File: src/rtl/four_bit_max_tracker.sv
// Frame statistics stage: tracks max, min, max-occurrence count and sample count
// over a valid/ready sample stream, and presents the result on a held valid/ready output.

module four_bit_comparator (
  input  logic [3:0] i_x,
  input  logic [3:0] i_y,
  output logic       o_gt,
  output logic       o_eq,
  output logic       o_lt
);
  assign o_gt = (i_x > i_y);
  assign o_eq = (i_x == i_y);
  assign o_lt = (i_x < i_y);
endmodule

module four_bit_max_tracker #(
  parameter int CNT_W = 4
) (
  input  logic             clk,
  input  logic             rst,
  input  logic             in_valid,
  input  logic [3:0]       in_data,
  input  logic             in_last,
  output logic             in_ready,
  output logic             out_valid,
  input  logic             out_ready,
  output logic [3:0]       max_out,
  output logic [3:0]       min_out,
  output logic [CNT_W-1:0] max_count,
  output logic [CNT_W-1:0] sample_count,
  output logic [1:0]       dbg_state
);

  // Handshakes: a transfer happens on a rising edge where valid & ready are both 1;
  // in_ready depends only on the state register, so input and output transfers never coincide.

  typedef enum logic [1:0] {
    S_IDLE  = 2'd0,
    S_ACCUM = 2'd1,
    S_HOLD  = 2'd2
  } state_t;

  localparam logic [CNT_W-1:0] CNT_MAX = {CNT_W{1'b1}};
  localparam logic [CNT_W-1:0] CNT_ONE = {{(CNT_W-1){1'b0}}, 1'b1};

  state_t           r_state;
  state_t           w_next_state;
  logic [3:0]       r_max;
  logic [3:0]       r_min;
  logic [CNT_W-1:0] r_max_cnt;
  logic [CNT_W-1:0] r_smp_cnt;
  logic [3:0]       w_max_nx;
  logic [3:0]       w_min_nx;
  logic [CNT_W-1:0] w_max_cnt_nx;
  logic [CNT_W-1:0] w_smp_cnt_nx;

  logic w_accept;
  logic w_a_gt, w_a_eq, w_a_lt;
  logic w_b_gt, w_b_eq, w_b_lt;

  // A: is the new sample above the current max?  B: is the current min above the new sample?
  four_bit_comparator u_cmp_max (
    .i_x (in_data),
    .i_y (r_max),
    .o_gt(w_a_gt),
    .o_eq(w_a_eq),
    .o_lt(w_a_lt)
  );

  four_bit_comparator u_cmp_min (
    .i_x (r_min),
    .i_y (in_data),
    .o_gt(w_b_gt),
    .o_eq(w_b_eq),
    .o_lt(w_b_lt)
  );

  assign in_ready     = (r_state != S_HOLD);
  assign out_valid    = (r_state == S_HOLD);
  assign w_accept     = in_valid & in_ready;
  assign max_out      = r_max;
  assign min_out      = r_min;
  assign max_count    = r_max_cnt;
  assign sample_count = r_smp_cnt;
  assign dbg_state    = r_state;

  always_comb begin
    w_next_state = r_state;
    w_max_nx     = r_max;
    w_min_nx     = r_min;
    w_max_cnt_nx = r_max_cnt;
    w_smp_cnt_nx = r_smp_cnt;
    case (r_state)
      S_IDLE: begin
        if (w_accept) begin
          w_max_nx     = in_data;
          w_min_nx     = in_data;
          w_max_cnt_nx = CNT_ONE;
          w_smp_cnt_nx = CNT_ONE;
          w_next_state = in_last ? S_HOLD : S_ACCUM;
        end
      end
      S_ACCUM: begin
        if (w_accept) begin
          if (w_a_gt) begin
            w_max_nx     = in_data;
            w_max_cnt_nx = CNT_ONE;
          end else if (w_a_eq && (r_max_cnt != CNT_MAX)) begin
            w_max_cnt_nx = r_max_cnt + CNT_ONE;
          end
          if (w_b_gt) begin
            w_min_nx = in_data;
          end
          if (r_smp_cnt != CNT_MAX) begin
            w_smp_cnt_nx = r_smp_cnt + CNT_ONE;
          end
          if (in_last) begin
            w_next_state = S_HOLD;
          end
        end
      end
      S_HOLD: begin
        if (out_ready) begin
          w_next_state = S_IDLE;
        end
      end
      default: w_next_state = S_IDLE;
    endcase
  end

  always_ff @(posedge clk or posedge rst) begin
    if (rst) begin
      r_state   <= S_IDLE;
      r_max     <= 4'd0;
      r_min     <= 4'd0;
      r_max_cnt <= '0;
      r_smp_cnt <= '0;
    end else begin
      r_state   <= w_next_state;
      r_max     <= w_max_nx;
      r_min     <= w_min_nx;
      r_max_cnt <= w_max_cnt_nx;
      r_smp_cnt <= w_smp_cnt_nx;
    end
  end

endmodule

File: config.mk
export PLATFORM = sky130hd
export DESIGN_NAME = four_bit_max_tracker
export DESIGN_NICKNAME = d
export VERILOG_FILES = /design/src/rtl/four_bit_max_tracker.sv
export SDC_FILE = /design/constraint.sdc
export NUM_CORES = 1
export LEC_CHECK = 0
export CAP_MARGIN = 5
export CORE_ASPECT_RATIO = 1.2
export CORE_MARGIN = 3
export CORE_UTILIZATION = 45
export DETAILED_ROUTE_END_ITERATION = 16
export PLACE_DENSITY_LB_ADDON = 0.15
export SLEW_MARGIN = 25
export SYNTH_ARGS = -nofsm -noshare
export SYNTH_HDL_FRONTEND = slang
export SYNTH_SLANG_ARGS = --single-unit
File: constraint.sdc
create_clock -name clk -period 2 [get_ports clk]
set_input_delay 0.3 -clock clk [delete_from_list [all_inputs] [get_ports clk]]
set_output_delay 0.3 -clock clk [all_outputs]
set_load 0.005 [all_outputs]
==> results of run 1 <==
-- registers in the layout, summed over array words and instances, names as in the netlist --
register      count
max_count         4
max_out           4
min_out           4
sample_count      4
dbg_state         2
-- power groups by stage --
stage / logic (mW) / clock network [mW] / registers [mW]
final: 0.649 / 0.183 / 0.530
after global routing: 0.723 / 0.205 / 0.546
after CTS: 0.653 / 0.193 / 0.530
after detailed placement: 0.651 / 0 / 0.536
after global placement: 0.627 / 0 / 0.533
after floorplan: 0.325 / 0 / 0.533
-- final timing paths --
kind | from | to | slack [ns] | cells past startpoint
worst max-delay path | dbg_state[0] | out_valid | 0.09 | 4
worst min-delay path | rst | max_count[3] | 0.32 | 3
worst max register to register | max_out[1] | max_out[0] | 0.16 | 8
worst min register to register | min_out[1] | min_out[1] | 0.55 | 1
max in group asynchronous | rst | min_out[1] | 1.48 | 3
min in group clk | min_out[1] | min_out[1] | 0.55 | 1
-- logic make-up (layout without fill, tap and decap cells) --
group           Yosys count  count (layout)  share of synthesized area [%]
flops                    18              18                           41.5
compound gates           20              20                           13.8
fa+ha+maj                10              10                           11.5
simple gates             32              32                           16.8
buf+inv                  16              58                           6.34
mux                       8               8                           8.30
xor+xnor                  2               2                           1.62
-- per-layer routing --
metal / share of wire, % / vias up
li1: - / 457
met1: 41 / 422
met2: 53 / 20
met3: 3.2 / 6
met4: 2.9 / 0
met5: 0 / -
-- worst min-delay path: cells and delay by family --
kind,cells,cell delay (ns)
buf+inv,3,0.70
-- cell type report --
| type | count | area, um2 | share of cell area (%) |
|---|---|---|---|
| flip-flops and latches | 18 | 450 | 29.9 |
| clock buffers | 3 | 22.5 | 1.49 |
| well taps | 30 | 37.5 | 2.49 |
| multi-input cells | 72 | 568 | 37.6 |
| repair buffers | 41 | 378 | 25.0 |
| inverters | 14 | 52.6 | 3.48 |
-- repair_timing --
item	CTS	global route
endpoints found under the setup margin	0	1
endpoints found under the hold margin	0	0
buffers inserted	0	0
resized for setup	0	1
-- through the flow --
stage / instance area [um2] / std cells / power (mW)
CTS: 1510 / 178 / 1.38
global placement: 1480 / 175 / 1.16
global route: 1510 / 178 / 1.47
floorplan: 1080 / 106 / 0.858
detailed placement: 1480 / 175 / 1.19
finish: 1510 / 178 / 1.36
-- layout by cell type (no fill, tap or decap), types with 2 or more instances in the layout --
| master | instances |
|---|---|
| clkdlybuf4s50_1 | 28 |
| dfrtp_1 | 18 |
| inv_1 | 14 |
| buf_4 | 13 |
| ha_1 | 10 |
| nand2_1 | 7 |
| nand3_1 | 6 |
| nor2_1 | 5 |
| a21oi_1 | 4 |
| o21ai_0 | 4 |
| mux2_2 | 4 |
| mux2i_1 | 3 |
| clkbuf_4 | 3 |
| nor2b_2 | 2 |
| nor3b_1 | 2 |
| a211o_1 | 2 |
| nand4_1 | 2 |
| xor2_1 | 2 |
==> impl_metrics.toml, run 1 <==
[global_route]
use_met2_pct = 31.9
grt_busiest_layer = "met2"
grt_usage_pct = 18.4
grt.met1_usage_pct = 21.4
antenna_found_initial = 0
grt_pass1_vias = 962
grt_use_met3_pct = 2.74
grt_max_degree = 19
grt_overflow = 0
grt_pass1_wl_um = 4170

[timing]
setup_ws_ns = 0.0880
period_needed_ns = 1.91
skew_ns = 0.00285
setup_viol_count_final = 0
final.setup.tns_ns = 0
fmax_ghz = 0.523
rsz0062_at_grt = "false"
max_slew_margin_pct = 79.8
hold-worst-slack_ns = 0.322
period_share_pct = 95.6
worstMarginPinSlew_ns = 0.301
drv_slew = 0
hold_violations = 0

[clock_network]
cts_tree = "built"
holdBufCountCts = 0
cts_max_level = 1
clk-insertion-delay-late_ns = 0.29
root_buffer = "clkbuf_4"
clkTransAtPathRegs_ns = 0.10
cts_buffers = 3
cts.sinks = 18
clockBufferDepth = 2

[logic_synthesis]
synth_cells = 106
syn_nets = 125
synthFlopType = "dfrtp_1"
synth_edf_count = 0
synth_area_leaders = "dfrtp_1 42%, ha_1 12%, inv_1 4.8%"
yosys.area.top_type = "dfrtp_1"
netlist_area_mm2 = 0.00108
synth.distinct_cells = 36
ys_warn_count = 0
netlist.area_leader.share_pct = 41.5
synth-seq-cells = 18
ys_seq_area_share_pct = 41.5
syn_area_per_cell_um2 = 10.2
synth-async-reset-ratio_pct = 100
synth_most_common_cell = "dfrtp_1"
synth_common_cells = "18 x dfrtp_1, 14 x inv_1, 10 x ha_1"

[die]
floorplan.die.width_um = 50.8
initial_utilization_pct = 50.2
ios = 29
die_area_mm2 = 0.00304
coreArea_mm2 = 0.00216
die_h_um = 59.8
rows = 18

[power]
p_sw_mw = 0.460
ir_drop_v = 0.000586
pwr-share-clk_pct = 13.4
pwr-share-seq_pct = 38.9
comb_power_share_pct = 47.7
p_int_mw = 0.901
powerDensity_mw_per_mm2 = 902
leakagePower_nw = 0.716
p_sw_share_pct = 33.8

[critical_path]
critPathMostFrequentCell = "inv_1"
critPathKind = "reg2out"
crit_slowest_cell = "clkdlybuf4s50_1"
critPathRequiredTime_ns = 1.70
critical_path.top_delay_family = "buffers and inverters"
cpPeakStageDelay_ns = 0.49
start_kind = "flip-flop"
crit_chain = "inv_1 -> nand2_1 -> inv_1 -> clkdlybuf4s50_1"
crit_buf_inv = 3
endpoint_kind = "output pin"
worstPathArrival_ns = 1.61
critPathMaxFanout = 6

[drt]
dr_total_vias = 905
vias_per_cell = 5.08
postRouteAntennaNets = 0
wl_per_cell_um = 13.5
wl_um = 2400
drtIter0Drc = 9
drtPass1Iterations = 5
drc_errors = 0

[layout]
nets = 169
drive_gt1_share_pct = 19.6
post-route-util_pct = 69.8
fillers = 185
diodes = 0
syn2layout_area_growth_pct = 39.1

[placed_design]
hpwl_um = 1920
port_buffers = 28
dp_slack_ns = -0.238
routabilityCongestion = 0.775

[run]
max_cap_violations = 0

[min_path]
hp-class = "in2async"

[status]
outcome = "finished clean"
Power figures use the tool's default switching activity.
==> run 2, diff against run 1 <==
--- a/config.mk
+++ b/config.mk
@@ -5,10 +5,11 @@
 export SDC_FILE = /design/constraint.sdc
 export NUM_CORES = 1
 export LEC_CHECK = 0
-export CAP_MARGIN = 5
+export CAP_MARGIN = 0
+export CELL_PAD_IN_SITES_DETAIL_PLACEMENT = 1
+export CELL_PAD_IN_SITES_GLOBAL_PLACEMENT = 1
 export CORE_ASPECT_RATIO = 1.2
-export CORE_MARGIN = 3
-export CORE_UTILIZATION = 45
+export CORE_UTILIZATION = 36
 export DETAILED_ROUTE_END_ITERATION = 16
 export PLACE_DENSITY_LB_ADDON = 0.15
 export SLEW_MARGIN = 25
==> run 2 against run 1 <==
Clock-buffer cell count is the same. Core utilization shrank 15 points. Cell count grew 3.4%. Sequential power shrank 0.8%. Highest routed layer unchanged. Combinational power grew 7.1%. Maximum frequency grew 0.94%. Critical path depth grew 3. Largest power group unchanged.
==> impl_metrics.toml, run 2 (synthesis results as in run 1) <==
[status]
outcome = "finished clean"

[die]
rows = 21
floorplan.die.width_um = 52.1
initial_utilization_pct = 38.2
coreArea_mm2 = 0.00284
die_h_um = 62.1
die_area_mm2 = 0.00324
ios = 29

[timing]
setup_viol_count_final = 0
period_needed_ns = 1.89
skew_ns = 0.00642
hold_violations = 0
setup_ws_ns = 0.106
drv_slew = 0
hold-worst-slack_ns = 0.301
max_slew_margin_pct = 81.7
rsz0062_at_grt = "false"
worstMarginPinSlew_ns = 0.275
period_share_pct = 94.7
fmax_ghz = 0.528

[placed_design]
dp_slack_ns = -0.333
port_buffers = 28
placed_area_mm2 = 0.00150
routabilityCongestion = 0.721
post-place-cells = 181
hpwl_um = 2120

[layout]
fillers = 331
regArea_um2 = 450
final_cell_mix = "28 x clkdlybuf4s50_1, 18 x dfrtp_1, 15 x buf_4"
syn2layout_area_growth_pct = 43.1
post-route-util_pct = 54.7
fin_cells = 184
drive_gt1_share_pct = 22.7
multi_input_area_um2 = 592
design_area_mm2 = 0.00155
diodes = 0
final_common_cell = "clkdlybuf4s50_1"
nets = 171

[power]
ir_drop_v = 0.000477
pwr-share-clk_pct = 13.6
pwr-share-seq_pct = 37.2
powerDensity_mw_per_mm2 = 911
p_sw_share_pct = 34.3
leakagePower_nw = 0.730
p_int_mw = 0.929
comb_power_share_pct = 49.2
p_sw_mw = 0.485

[critical_path]
cpPeakStageDelay_ns = 0.56
crit_buf_inv = 2
critPathMaxFanout = 4
start_kind = "primary input"
worstPathArrival_ns = 2.09
critPathRequiredTime_ns = 2.20
critPathKind = "in2reg"
crit_slowest_cell = "clkdlybuf4s50_1"
crit_chain = "clkdlybuf4s50_1 -> inv_1 -> ha_1 -> nor2b_1 -> o21bai_1 -> a21oi_2 -> mux2_2"
endpoint_kind = "flip-flop"
critical_path.top_delay_family = "buffers and inverters"

[drt]
drtIter0Drc = 14
wl_per_cell_um = 14.3
dr_total_vias = 936
drtPass1Iterations = 2
wl_um = 2640
drc_errors = 0
vias_per_cell = 5.09
postRouteAntennaNets = 0

[clock_network]
ctsResizeCount = 0
root_buffer = "clkbuf_4"
cts_buffers = 3
cts_tree = "built"
clk-insertion-delay-late_ns = 0.31
cts.sinks = 18
cts_max_level = 1
clkTransAtPathRegs_ns = 0.11
holdBufCountCts = 0
clockBufferDepth = 2
post_cts_buffers = 0

[run]
max_cap_violations = 0

[global_route]
grt_usage_pct = 18.9
grt_overflow = 0
grt_pass1_wl_um = 4600
grt_pass1_vias = 1022
antenna_found_initial = 0
grt_max_degree = 19

[min_path]
hp-class = "in2async"
-- run 2: cell types whose count changed in the layout (fill, tap and decap cells not counted), sizes merged --
cell,previous run,this run
buf,13,15
-- run 2: tightest hold or removal path: cells and delay by family --
kind	cells	cell delay [ns]
buffers and inverters	3	0.70
-- run 2: metal layers --
metal	part of all wire [%]	GRT usage, %	vias up
li1	-	-	459
met1	41	23.7	458
met2	55	32.5	15
met3	2.7	2.45	4
met4	1.4	6.08	0
met5	0	0	-
-- run 2: area by class of cell --
class	count	share of cell area, %
multi-input cells	72	38.1
flip-flops and latches	18	29.0
repair buffers	43	25.3
inverters	14	3.38
well taps	34	2.74
clock buffers	3	1.45
-- run 2: power groups by stage --
stage | Sequential (mW) | Clock [mW] | Combinational, mW
final | 0.526 | 0.193 | 0.695
after detailed placement | 0.534 | 0 | 0.676
after CTS | 0.528 | 0.205 | 0.679
after floorplan | 0.533 | 0 | 0.325
after global routing | 0.541 | 0.217 | 0.772
after global placement | 0.530 | 0 | 0.647
-- run 2: worst paths after layout --
kind                            depth (start not counted)      endpoint  startpoint  slack [ns]
min in group clk                                        2  dbg_state[1]   out_ready        0.54
worst max register to register                          8  max_count[2]  max_out[1]        0.16
max in group asynchronous                               3    min_out[0]         rst        1.49
worst min register to register                          1    min_out[3]  min_out[3]        0.56
worst min-delay path                                    3  max_count[3]         rst        0.30
worst max-delay path                                    7    min_out[1]  in_data[1]        0.11
-- run 2: stage by stage --
step	setup TNS, ns	power, mW
floorplan	0	0.858
global placement	-1.68	1.18
detailed placement	-2.43	1.21
CTS	0	1.41
global route	0	1.53
finish	0	1.41
